==> src/rtl/timer_share_arb_if.sv <==
// Bundle between timer_share_arb, its requesters and the shared countdown timer.
// The arbiter connects through the slave modport; the surrounding logic drives the master side.
interface timer_share_arb_if #(
  parameter int NUM_REQ = 4,
  parameter int CNT_W   = 4
);
  localparam int OW = (NUM_REQ > 1) ? $clog2(NUM_REQ) : 1;

  logic [NUM_REQ-1:0]       req;
  logic [NUM_REQ*CNT_W-1:0] req_val;
  logic [NUM_REQ-1:0]       gnt;
  logic [NUM_REQ-1:0]       expire;
  logic                     busy;
  logic [OW-1:0]            owner;
  logic                     wdog_err;
  logic                     tmr_start;
  logic [CNT_W-1:0]         tmr_load_val;
  logic                     tmr_done;

  modport slave (
    input  req, req_val, tmr_done,
    output gnt, expire, busy, owner, wdog_err, tmr_start, tmr_load_val
  );

  modport master (
    output req, req_val, tmr_done,
    input  gnt, expire, busy, owner, wdog_err, tmr_start, tmr_load_val
  );
endinterface

==> src/rtl/timer_share_arb.sv <==
// Round-robin sharing of one countdown timer between NUM_REQ requesters,
// with a watchdog that gives up on a timer that never reports done.
//
// state | meaning
// IDLE  | no timeout running; arbitrate pending requests
// LOAD  | one cycle: pulse tmr_start and gnt to the new owner
// WAIT  | timer running; wait for tmr_done or watchdog expiry
module timer_share_arb #(
  parameter int NUM_REQ     = 4,
  parameter int CNT_W       = 4,
  parameter int WDOG_CYCLES = 24
) (
  input  logic               clk,
  input  logic               rst_n,
  timer_share_arb_if.slave   bus
);
  localparam int OW   = (NUM_REQ > 1) ? $clog2(NUM_REQ) : 1;
  localparam int WD_W = $clog2(WDOG_CYCLES);
  localparam logic [OW:0]     NUM_REQ_X = (OW+1)'(NUM_REQ);
  localparam logic [OW-1:0]   LAST_IDX  = OW'(NUM_REQ - 1);
  localparam logic [WD_W-1:0] WD_LAST   = WD_W'(WDOG_CYCLES - 1);

  typedef enum logic [1:0] {IDLE, LOAD, WAIT} state_t;

  state_t             state_q, state_d;
  logic [OW-1:0]      ptr_q, ptr_d;
  logic [OW-1:0]      owner_q, owner_d;
  logic [CNT_W-1:0]   load_q, load_d;
  logic [NUM_REQ-1:0] gnt_q, gnt_d;
  logic [NUM_REQ-1:0] expire_q, expire_d;
  logic               start_q, start_d;
  logic               busy_q, busy_d;
  logic               err_q, err_d;
  logic [WD_W-1:0]    wd_q, wd_d;

  logic               found;
  logic [OW-1:0]      sel;
  logic [OW:0]        cand;
  logic [OW-1:0]      nxt_ptr;
  logic [CNT_W-1:0]   vals [NUM_REQ];

  always_comb begin
    for (int i = 0; i < NUM_REQ; i++) begin
      vals[i] = bus.req_val[i*CNT_W +: CNT_W];
    end
  end

  // First pending request at or after rr pointer, wrapping modulo NUM_REQ.
  always_comb begin
    found = 1'b0;
    sel   = '0;
    cand  = '0;
    for (int k = 0; k < NUM_REQ; k++) begin
      cand = {1'b0, ptr_q} + (OW+1)'(k);
      if (cand >= NUM_REQ_X) cand = cand - NUM_REQ_X;
      if (!found && bus.req[cand[OW-1:0]]) begin
        found = 1'b1;
        sel   = cand[OW-1:0];
      end
    end
  end

  assign nxt_ptr = (owner_q == LAST_IDX) ? '0 : owner_q + 1'b1;

  always_comb begin
    state_d  = state_q;
    ptr_d    = ptr_q;
    owner_d  = owner_q;
    load_d   = load_q;
    gnt_d    = '0;
    expire_d = '0;
    start_d  = 1'b0;
    err_d    = err_q;
    wd_d     = wd_q;
    case (state_q)
      IDLE: begin
        if (found) begin
          state_d    = LOAD;
          owner_d    = sel;
          load_d     = vals[sel];
          gnt_d[sel] = 1'b1;
          start_d    = 1'b1;
        end
      end
      LOAD: begin
        state_d = WAIT;
        wd_d    = '0;
      end
      WAIT: begin
        wd_d = wd_q + 1'b1;
        if (bus.tmr_done) begin
          expire_d[owner_q] = 1'b1;
          ptr_d             = nxt_ptr;
          state_d           = IDLE;
        end else if (wd_q == WD_LAST) begin
          err_d   = 1'b1;
          ptr_d   = nxt_ptr;
          state_d = IDLE;
        end
      end
      default: state_d = IDLE;
    endcase
    busy_d = (state_d != IDLE);
  end

  always_ff @(posedge clk or negedge rst_n) begin
    if (!rst_n) begin
      state_q  <= IDLE;
      ptr_q    <= '0;
      owner_q  <= '0;
      load_q   <= '0;
      gnt_q    <= '0;
      expire_q <= '0;
      start_q  <= 1'b0;
      busy_q   <= 1'b0;
      err_q    <= 1'b0;
      wd_q     <= '0;
    end else begin
      state_q  <= state_d;
      ptr_q    <= ptr_d;
      owner_q  <= owner_d;
      load_q   <= load_d;
      gnt_q    <= gnt_d;
      expire_q <= expire_d;
      start_q  <= start_d;
      busy_q   <= busy_d;
      err_q    <= err_d;
      wd_q     <= wd_d;
    end
  end

  assign bus.gnt          = gnt_q;
  assign bus.expire       = expire_q;
  assign bus.busy         = busy_q;
  assign bus.owner        = owner_q;
  assign bus.wdog_err     = err_q;
  assign bus.tmr_start    = start_q;
  assign bus.tmr_load_val = load_q;
endmodule

==> src/flat_wrapper.sv <==
// flat-port wrapper written by rule: the top's interface ports become plain ports
module timer_share_arb_flat 
#(
  parameter int NUM_REQ     = 4,
  parameter int CNT_W       = 4,
  parameter int WDOG_CYCLES = 24
)
  (clk, rst_n, bus_req, bus_req_val, bus_tmr_done, bus_gnt, bus_expire, bus_busy, bus_owner, bus_wdog_err, bus_tmr_start, bus_tmr_load_val);
  timer_share_arb_if #(.NUM_REQ(NUM_REQ), .CNT_W(CNT_W)) bus_i ();
  input  logic clk;
  input  logic rst_n;
  input wire logic [$bits(bus_i.req)-1:0] bus_req;
  input wire logic [$bits(bus_i.req_val)-1:0] bus_req_val;
  input wire logic [$bits(bus_i.tmr_done)-1:0] bus_tmr_done;
  output wire logic [$bits(bus_i.gnt)-1:0] bus_gnt;
  output wire logic [$bits(bus_i.expire)-1:0] bus_expire;
  output wire logic [$bits(bus_i.busy)-1:0] bus_busy;
  output wire logic [$bits(bus_i.owner)-1:0] bus_owner;
  output wire logic [$bits(bus_i.wdog_err)-1:0] bus_wdog_err;
  output wire logic [$bits(bus_i.tmr_start)-1:0] bus_tmr_start;
  output wire logic [$bits(bus_i.tmr_load_val)-1:0] bus_tmr_load_val;
  assign bus_i.req = bus_req;
  assign bus_i.req_val = bus_req_val;
  assign bus_i.tmr_done = bus_tmr_done;
  assign bus_gnt = bus_i.gnt;
  assign bus_expire = bus_i.expire;
  assign bus_busy = bus_i.busy;
  assign bus_owner = bus_i.owner;
  assign bus_wdog_err = bus_i.wdog_err;
  assign bus_tmr_start = bus_i.tmr_start;
  assign bus_tmr_load_val = bus_i.tmr_load_val;
  timer_share_arb #(.NUM_REQ(NUM_REQ), .CNT_W(CNT_W), .WDOG_CYCLES(WDOG_CYCLES)) u_core (.clk(clk), .rst_n(rst_n), .bus(bus_i));
endmodule
==> config.mk <==
export PLATFORM = sky130hd
export DESIGN_NAME = timer_share_arb_flat
export DESIGN_NICKNAME = d
export VERILOG_FILES = /design/src/rtl/timer_share_arb_if.sv /design/src/rtl/timer_share_arb.sv /design/src/flat_wrapper.sv
export SDC_FILE = /design/constraint.sdc
export NUM_CORES = 1
export LEC_CHECK = 0
export CAP_MARGIN = 5
export CORE_MARGIN = 1
export CORE_UTILIZATION = 35
export DETAILED_ROUTE_END_ITERATION = 10
export SLEW_MARGIN = 30
export SYNTH_ARGS = -nofsm -noshare
export SYNTH_HDL_FRONTEND = slang
export SYNTH_SLANG_ARGS = --single-unit
==> constraint.sdc <==
create_clock -name clk -period 1.66 [get_ports clk]
set_clock_uncertainty 0.2 [all_clocks]
set_input_delay 0.249 -clock clk [delete_from_list [all_inputs] [get_ports clk]]
set_output_delay 0.249 -clock clk [all_outputs]
set_load 0.01 [all_outputs]
==> Word-level counts from Yosys, hierarchy flattened <==
Index checks and enable logic that the tools add are counted.
{ "word_totals": {"memories": 0, "input_bits": 23, "ramBits": 0, "ff_bits": 26, "elab_cells": 94, "latch_bits": 0, "output_inout_bits": 17, "mem_bits_ro": 0} }
{ "op_classes": {"shift": 0, "n_eq_ne": 4, "multipliers": 0, "bitwise": 2, "n_mux": 41, "n_reduce_logical": 15, "addsub": 9, "div": 0, "n_lt_le_gt_ge": 13} }
{ "ops": {"columns": ["op", "n"], "rows": [
  ["2-bit 2-to-1 mux", 14],
  ["4-bit 2-to-1 mux", 6],
  ["2-bit by 3-bit less-than comparator with 1-bit output (second input constant)", 6],
  ["3-bit >= comparator (second input constant)", 4],
  ["1-bit 2-to-1 mux", 12],
  ["5-bit case mux with 2 select lines", 1],
  ["1-bit binary-select mux with 2-bit select", 4],
  ["4-bit binary-select mux with 2-bit select", 1],
  ["2-bit by 1-bit subtractor with 2-bit output (second input constant)", 4],
  ["2-bit by 2-bit adder with 3-bit output (second input constant)", 2],
  ["2-bit case mux with 3 select lines", 1],
  ["2-bit nonzero test", 3],
  ["5-bit by 1-bit adder with 5-bit output (second input constant)", 1],
  ["5-bit equality test (second input constant)", 1],
  ["1-bit logical AND", 5],
  ["1-bit demux with 2-bit select", 2],
  ["2-bit equality test (second input constant)", 2],
  ["2-bit by 1-bit >= comparator with 1-bit output (second input constant)", 2],
  ["2-bit AND reduction", 2],
  ["2-bit by 1-bit adder with 3-bit output (second input constant)", 1],
  ["2-bit by 3-bit >= comparator with 1-bit output (second input constant)", 1],
  ["1-bit zero test", 3],
  ["2-bit NOT with 3-bit output", 1],
  ["3-bit AND reduction", 1],
  ["other kinds (4)", 4]
]} }

==> Logic depth before layout (Yosys ltp) <==
Gate-level depths: netlist (run 1).
{ "depth": {"word_depth": 20, "mapped_depth": 7, "ltp_nobuf": 6} }

==> Worst setup path before layout (run 1) <==
OpenSTA, ideal clock, no wires.
{ "synth_path": {"path_type": "reg-to-reg", "start": "reg u_core.wd_q[0]", "end": "reg u_core.ptr_q[1]", "setup_ns": 0.125, "path_stages_with_launch": 5, "slack_ns": -0.125, "t_arrival_ns": 1.461, "path_cell_list": "dfrtp_1 ha_1 and4b_1 o21ai_0 mux2_2"} }
{ "synth_via": {"elab_chain_cells": 3} }
{ "synth_lines": {"columns": ["element", "line", "rtl"], "rows": [
  ["start: declaration", "timer_share_arb.sv:34", "logic [WD_W-1:0] wd_q, wd_d;"],
  ["start signal: assignment", "timer_share_arb.sv:128", "wd_q <= wd_d;"],
  ["5-bit equality test", "timer_share_arb.sv:95", "end else if (wd_q == WD_LAST) begin"],
  ["2-bit nonzero test (no line)", null, null],
  ["2-bit AND reduction (no line)", null, null],
  ["end signal: assignment", "timer_share_arb.sv:120", "ptr_q <= ptr_d;"],
  ["end: declaration", "timer_share_arb.sv:26", "logic [OW-1:0] ptr_q, ptr_d;"]
]} }
No other way between the ends.
A chain may end at the register's enable or synchronous reset.

==> Worst setup path in the final report (run 1) <==
{ "layout_path": {"start": "reg u_core.ptr_q[1]", "end": "reg u_core.load_q[3] (netlist: u_core.bus.tmr_load_val[3])"} }
{ "layout_via": {"elab_chain_cells": 18} }
{ "layout_lines": {"columns": ["element", "line", "rtl"], "rows": [
  ["branches (longest 18 deep; another with 2-bit by 1-bit adder with 3-bit output)", null, null],
  ["end signal: assignment", "timer_share_arb.sv:122", "load_q <= load_d;"],
  ["end: declaration", "timer_share_arb.sv:28", "logic [CNT_W-1:0] load_q, load_d;"]
]} }
Parallel ways; which one is timed is not known. The select of a mux whose other input is x is not followed.

==> summary.txt, run 1 <==
outcome = finished with violations
failing checks = setup timing
setup ws final = -98.7 ps
crit path DAT = 1700 ps
final core occ = 58.2%
Worst Path Required = 1600 ps
DIE WIDTH = 63.6 um
GRT Util Overall = 16.7%
Port Buffers = 39
Synth async-reset ratio = 100%
Max Freq = 0.569 GHz
CTS root buffer = clkbuf_8
Layout area overhead = 60.5%
list of most frequent post-synthesis cells = dfrtp_1 (26), inv_1 (11), nand2_1 (11)
DRT Pass-1 Iters = 4
Hold Crit Class = input port to async pin
Slew Limit Fails = 0
core area = 0.00366 mm2
Iteration-0 DRC Markers = 32
Final GP Congestion = 0.784
Worst path top cell family by delay = compound AO/OA/AOI/OAI gates
CTS Hold Bufs = 0
most frequent cell after synthesis = dfrtp_1
critical-path cell list = a21bo_2 > a221o_2 > mux2i_1 > o221ai_1
FF+latch count, synth = 26
fin nets = 224
Most used DFF post-synth = dfrtp_1
Synth area leaders = dfrtp_1 (49%), ha_1 (8.5%), mux2i_1 (7.5%)
CTS Buffer Depth = 2
initial antenna violation count = 0
Synth cell types = 35
initial core utilization = 36.3%
Worst Setup Start Kind = flop
actual slew at the worst max-slew pin = 325 ps
boundary pin count = 40
endpoints failing setup = 5
Mapped Area = 0.00133 mm2
crit path time final = 1760 ps
Crit. End Element = flop
CP max stage delay = 470 ps
fraction of layout cells with a size suffix above 1 = 28.3%
remaining antenna violation count = 0
CTS Buf Count = 3
chip height = 63.6 um
ANT cells = 0
register area share after synthesis = 49.0%
Critical Path Slowest Stage Cell = a221o_2
final std cells w/o fill = 239
worst skew pair latency = 270 ps
Filler cells = 320
first-pass GRT wire length = 5.29 mm
worst-path maximum fanout = 8
FP Rows = 22
Pwr Density = 1480 mW/mm2
top cell type's share of synthesized area = 49.0%
Clock transition at path regs = 90 ps
Max VDD drop = 0.000554 V
Avg Synthesized Cell Area = 10.6 um2
Syn. warnings = 0
CTS tree = done
Post-Syn Nets = 157
number of max-cap violations = 0
Gate Count Post-Synth = 125
H-tree levels = 1
EDFF count, synth = 0
Final HPWL DP = 2.26 mm
# DRC = 0
Die Area = 0.00404 mm2
wire per inst = 12.7 um
buffers and inverters on the worst path = 0
top cell type by total area after synthesis = dfrtp_1
Hold Fails Final Rpt = 0
vias in the first global route = 1214
gr ovfl total = 0
largest net degree at the start of global routing = 27
unrepaired setup endpoints after global routing = yes
Crit Path Class = flop to flop
Final Cycle Share = 106%
clock sinks = 26
P_leak = 1.05 nW
vias per cell = 4.88
WL final = 3.04 mm
Via Count = 1166
Placed Cells = 229
Max-slew headroom = 78.3%
==> through the flow <==
step / setup slack (ps) / setup TNS [ps] / power, mW / instance area (um2) / hold slack, ps
after detailed placement: -574 / -5900 / 2.42 / 1920 / 268
final: -98.7 / -356 / 3.16 / 2130 / 137
after global routing: -166 / -737 / 3.41 / 2130 / 152
after global placement: -513 / -5580 / 2.38 / 1920 / 259
after floorplan: -1.79 / -1.79 / 1.73 / 1330 / -247
after CTS: -112 / -404 / 3.09 / 2070 / 143
==> worst register-to-register path, stage by stage, from the launching register on <==
cell and delay [ps]:
dfrtp_2 440, a21bo_2 190, a221o_2 470, mux2i_1 190, o221ai_1 130
==> cell usage in the layout (no fill, tap or decap), drive strengths merged, types with 5 or more instances in the layout <==
cell	instances
a21oi	5
buf	27
clkdlybuf4s50	30
dfrtp	26
dlymetal6s2s	5
ha	9
inv	12
mux2i	10
nand2	12
o21ai	9
==> power by group <==
part | total [mW] | switching [mW] | internal [mW]
sequential | 0.935 | 0.102 | 0.834
clock | 0.525 | 0.203 | 0.322
combinational | 1.70 | 0.796 | 0.907
==> logic make-up (layout without fill, tap and decap cells) <==
kind of cell,after synthesis,in the layout,synth area share (%)
buffers and inverters,16,82,5.37
adder cells (fa/ha/maj),9,9,8.48
AO/OA/AOI/OAI,28,28,14.1
flip-flops,26,26,49.0
multiplexers,11,11,8.39
AND/OR/NAND/NOR,35,35,14.6
==> timing repair <==
item                       in CTS  in global routing
pin swaps                       8                  7
setup endpoints to repair      15                 20
setup buffers                   6                  0
gates resized for setup        16                 16
==> area by class of cell <==
type,count,area (um2),share of cell area (%)
Multi-Input combinational cell,83,694,32.6
Sequential cell,26,652,30.6
Timing Repair Buffer,66,608,28.5
Tap cell,48,60.1,2.82
Inverter,12,45.0,2.11
Clock buffer,3,41.3,1.94
Clock inverter,1,30.0,1.41
==> sequential cells by signal, summed over array words and instances (netlist names) <==
name,cells
u_core.bus.busy,1
u_core.bus.expire,4
u_core.bus.gnt,4
u_core.bus.owner,2
u_core.bus.tmr_load_val,4
u_core.bus.tmr_start,1
u_core.bus.wdog_err,1
u_core.ptr_q,2
u_core.state_q,2
u_core.wd_q,5
==> routing by layer <==
layer	up-vias	global-route usage, %	share of wire [%]
li1	572	-	-
met1	572	20.0	44
met2	18	29.1	52
met3	4	2.72	2.2
met4	0	7.10	1.4
met5	-	0	0
==> final timing paths <==
check	start	end	slack [ps]	cells past startpoint
setup / recovery	u_core.ptr_q[1]	u_core.bus.tmr_load_val[3]	-100	4
hold / removal	rst_n	u_core.state_q[0]	140	2
setup reg to reg	u_core.ptr_q[1]	u_core.bus.tmr_load_val[3]	-100	4
hold reg to reg	u_core.bus.wdog_err	u_core.bus.wdog_err	280	1
max in group asynchronous	rst_n	u_core.ptr_q[1]	860	2
min in group clk	u_core.bus.wdog_err	u_core.bus.wdog_err	280	1
Power figures use the tool's default switching activity.
==> inputs of run 2 (changes only) <==
Settings changed: CORE_ASPECT_RATIO set to 1.25, CORE_MARGIN 1 to not set.
==> summary.txt, run 2 (same netlist as run 1, synthesis figures left out) <==
Max Freq = 0.556 GHz
DRT Pass-1 Iters = 7
Slew Limit Fails = 0
reg2reg end = u_core.bus.tmr_load_val[3]
vias per cell = 5.14
setup ws final = -139 ps
Crit Path Class = flop to flop
actual slew at the worst max-slew pin = 483 ps
Biggest register = u_core.wd_q
worst-path maximum fanout = 8
Iteration-0 DRC Markers = 50
met3 Track Usage GR = 2.74%
CP max stage delay = 470 ps
Critical Path Slowest Stage Cell = a221o_2
clock sinks = 26
boundary pin count = 40
GRT met2 Usage = 31.6%
Hold Fails Final Rpt = 0
crit path DAT = 1730 ps
fraction of layout cells with a size suffix above 1 = 27.2%
M1 GR Usage = 20.6%
CTS Buffer Depth = 2
crit path time final = 1800 ps
gr ovfl total = 0
first-pass GRT wire length = 5.49 mm
fin nets = 224
CTS tree = done
CTS Buf Count = 3
Pwr Density = 1460 mW/mm2
Reg area = 652 um2
failing checks = DRC, setup timing
worst skew pair latency = 270 ps
ANT cells = 0
remaining antenna violation count = 0
commonest non-fill, non-tap cell in the layout = clkdlybuf4s50_1
Via Count = 1182
chip height = 70.9 um
Hold Crit Class = input port to async pin
vias in the first global route = 1255
P_leak = 1.06 nW
reg2reg start = u_core.ptr_q[1]
Worst Setup Start Kind = flop
FP Rows = 24
wire per inst = 14.3 um
unrepaired setup endpoints after global routing = yes
WL final = 3.29 mm
max reg flops = 5
initial core utilization = 37.5%
Max VDD drop = 0.000726 V
number of max-cap violations = 0
reg-to-reg slack, setup = -140 ps
Worst Reg2Reg Path Length in Cells = 4
WHS = 146 ps
Port Buffers = 39
Filler cells = 317
Die Area = 0.00404 mm2
area occupied by multi-input gates = 678 um2
setup tns final = -488 ps
# DRC = 2
Layout area overhead = 57.1%
largest net degree at the start of global routing = 27
Final GP Congestion = 0.854
Final Cycle Share = 108%
Worst Path Required = 1590 ps
DIE WIDTH = 57.1 um
Final HPWL DP = 2.36 mm
GRT Util Overall = 17.2%
gr busiest metal = met2
most frequent cells in the layout = clkdlybuf4s50_1 (29), buf_4 (26), dfrtp_1 (25), nand2_1 (11)
H-tree levels = 1
Clock transition at path regs = 90 ps
Max-slew headroom = 67.5%
initial antenna violation count = 0
endpoints failing setup = 6
critical-path cell list = a21bo_2 > a221o_2 > mux2i_1 > o221ai_1
CTS root buffer = clkbuf_8
outcome = finished with violations
Crit. End Element = flop
core area = 0.00354 mm2
## run 2: report_power, final
| group | leakage (nW) | internal (mW) | switching, mW |
|---|---|---|---|
| clock | 0.0288 | 0.212 | 0.196 |
| combinational | 0.695 | 0.895 | 0.800 |
| sequential | 0.339 | 0.835 | 0.117 |
## run 2: critical path, delay by kind of cell, from the launching register on
family          cells  cell delay [ps]
flops               1              450
compound gates      3              820
mux                 1              190
## run 2: layout make-up
class / count / share of cell area, %
well taps: 39 / 2.34
multi-input cells: 83 / 32.5
repair buffers: 66 / 29.1
clock buffers: 4 / 2.64
inverters: 12 / 2.16
flip-flops and latches: 26 / 31.3
## run 2: how the worst max path moves through the flow
stage	depth (start not counted)	from	endpoint
6_report	4	u_core.ptr_q[1]	u_core.bus.tmr_load_val[3]
3_5_place_dp	5	bus_req[0]	u_core.bus.tmr_load_val[3]
4_1_cts	4	u_core.ptr_q[1]	u_core.bus.tmr_load_val[3]
2_1_floorplan	4	u_core.wd_q[0]	u_core.ptr_q[1]
3_3_place_gp	5	bus_req[0]	u_core.bus.tmr_load_val[1]
5_1_grt	4	u_core.ptr_q[1]	u_core.bus.tmr_load_val[3]
## run 2: repair_timing
item / 4_1_cts / 5_1_grt
endpoints found under the setup margin: 14 / 16
hold buffers: 0 / 0
resized for setup: 17 / 11
setup buffers: 5 / 1
pin swaps: 7 / 5
gates cloned: 0 / 0
## run 2: stage by stage
step,setup slack [ps],instance area [um2],utilization [%],total power [mW],cells
final,-139,2090,58.9,3.05,230
after global routing,-241,2090,58.9,3.29,230
after CTS,-123,2040,57.6,2.99,229
after detailed placement,-631,1900,53.7,2.43,220
after global placement,-501,1900,53.7,2.38,220
after floorplan,-1.79,1330,-,1.73,125
## run 2: metal layers
| layer | vias to the layer above | share of wire (%) |
|---|---|---|
| li1 | 567 | - |
| met1 | 580 | 40 |
| met2 | 33 | 55 |
| met3 | 2 | 4.2 |
| met4 | 0 | 0.64 |
| met5 | - | 0 |
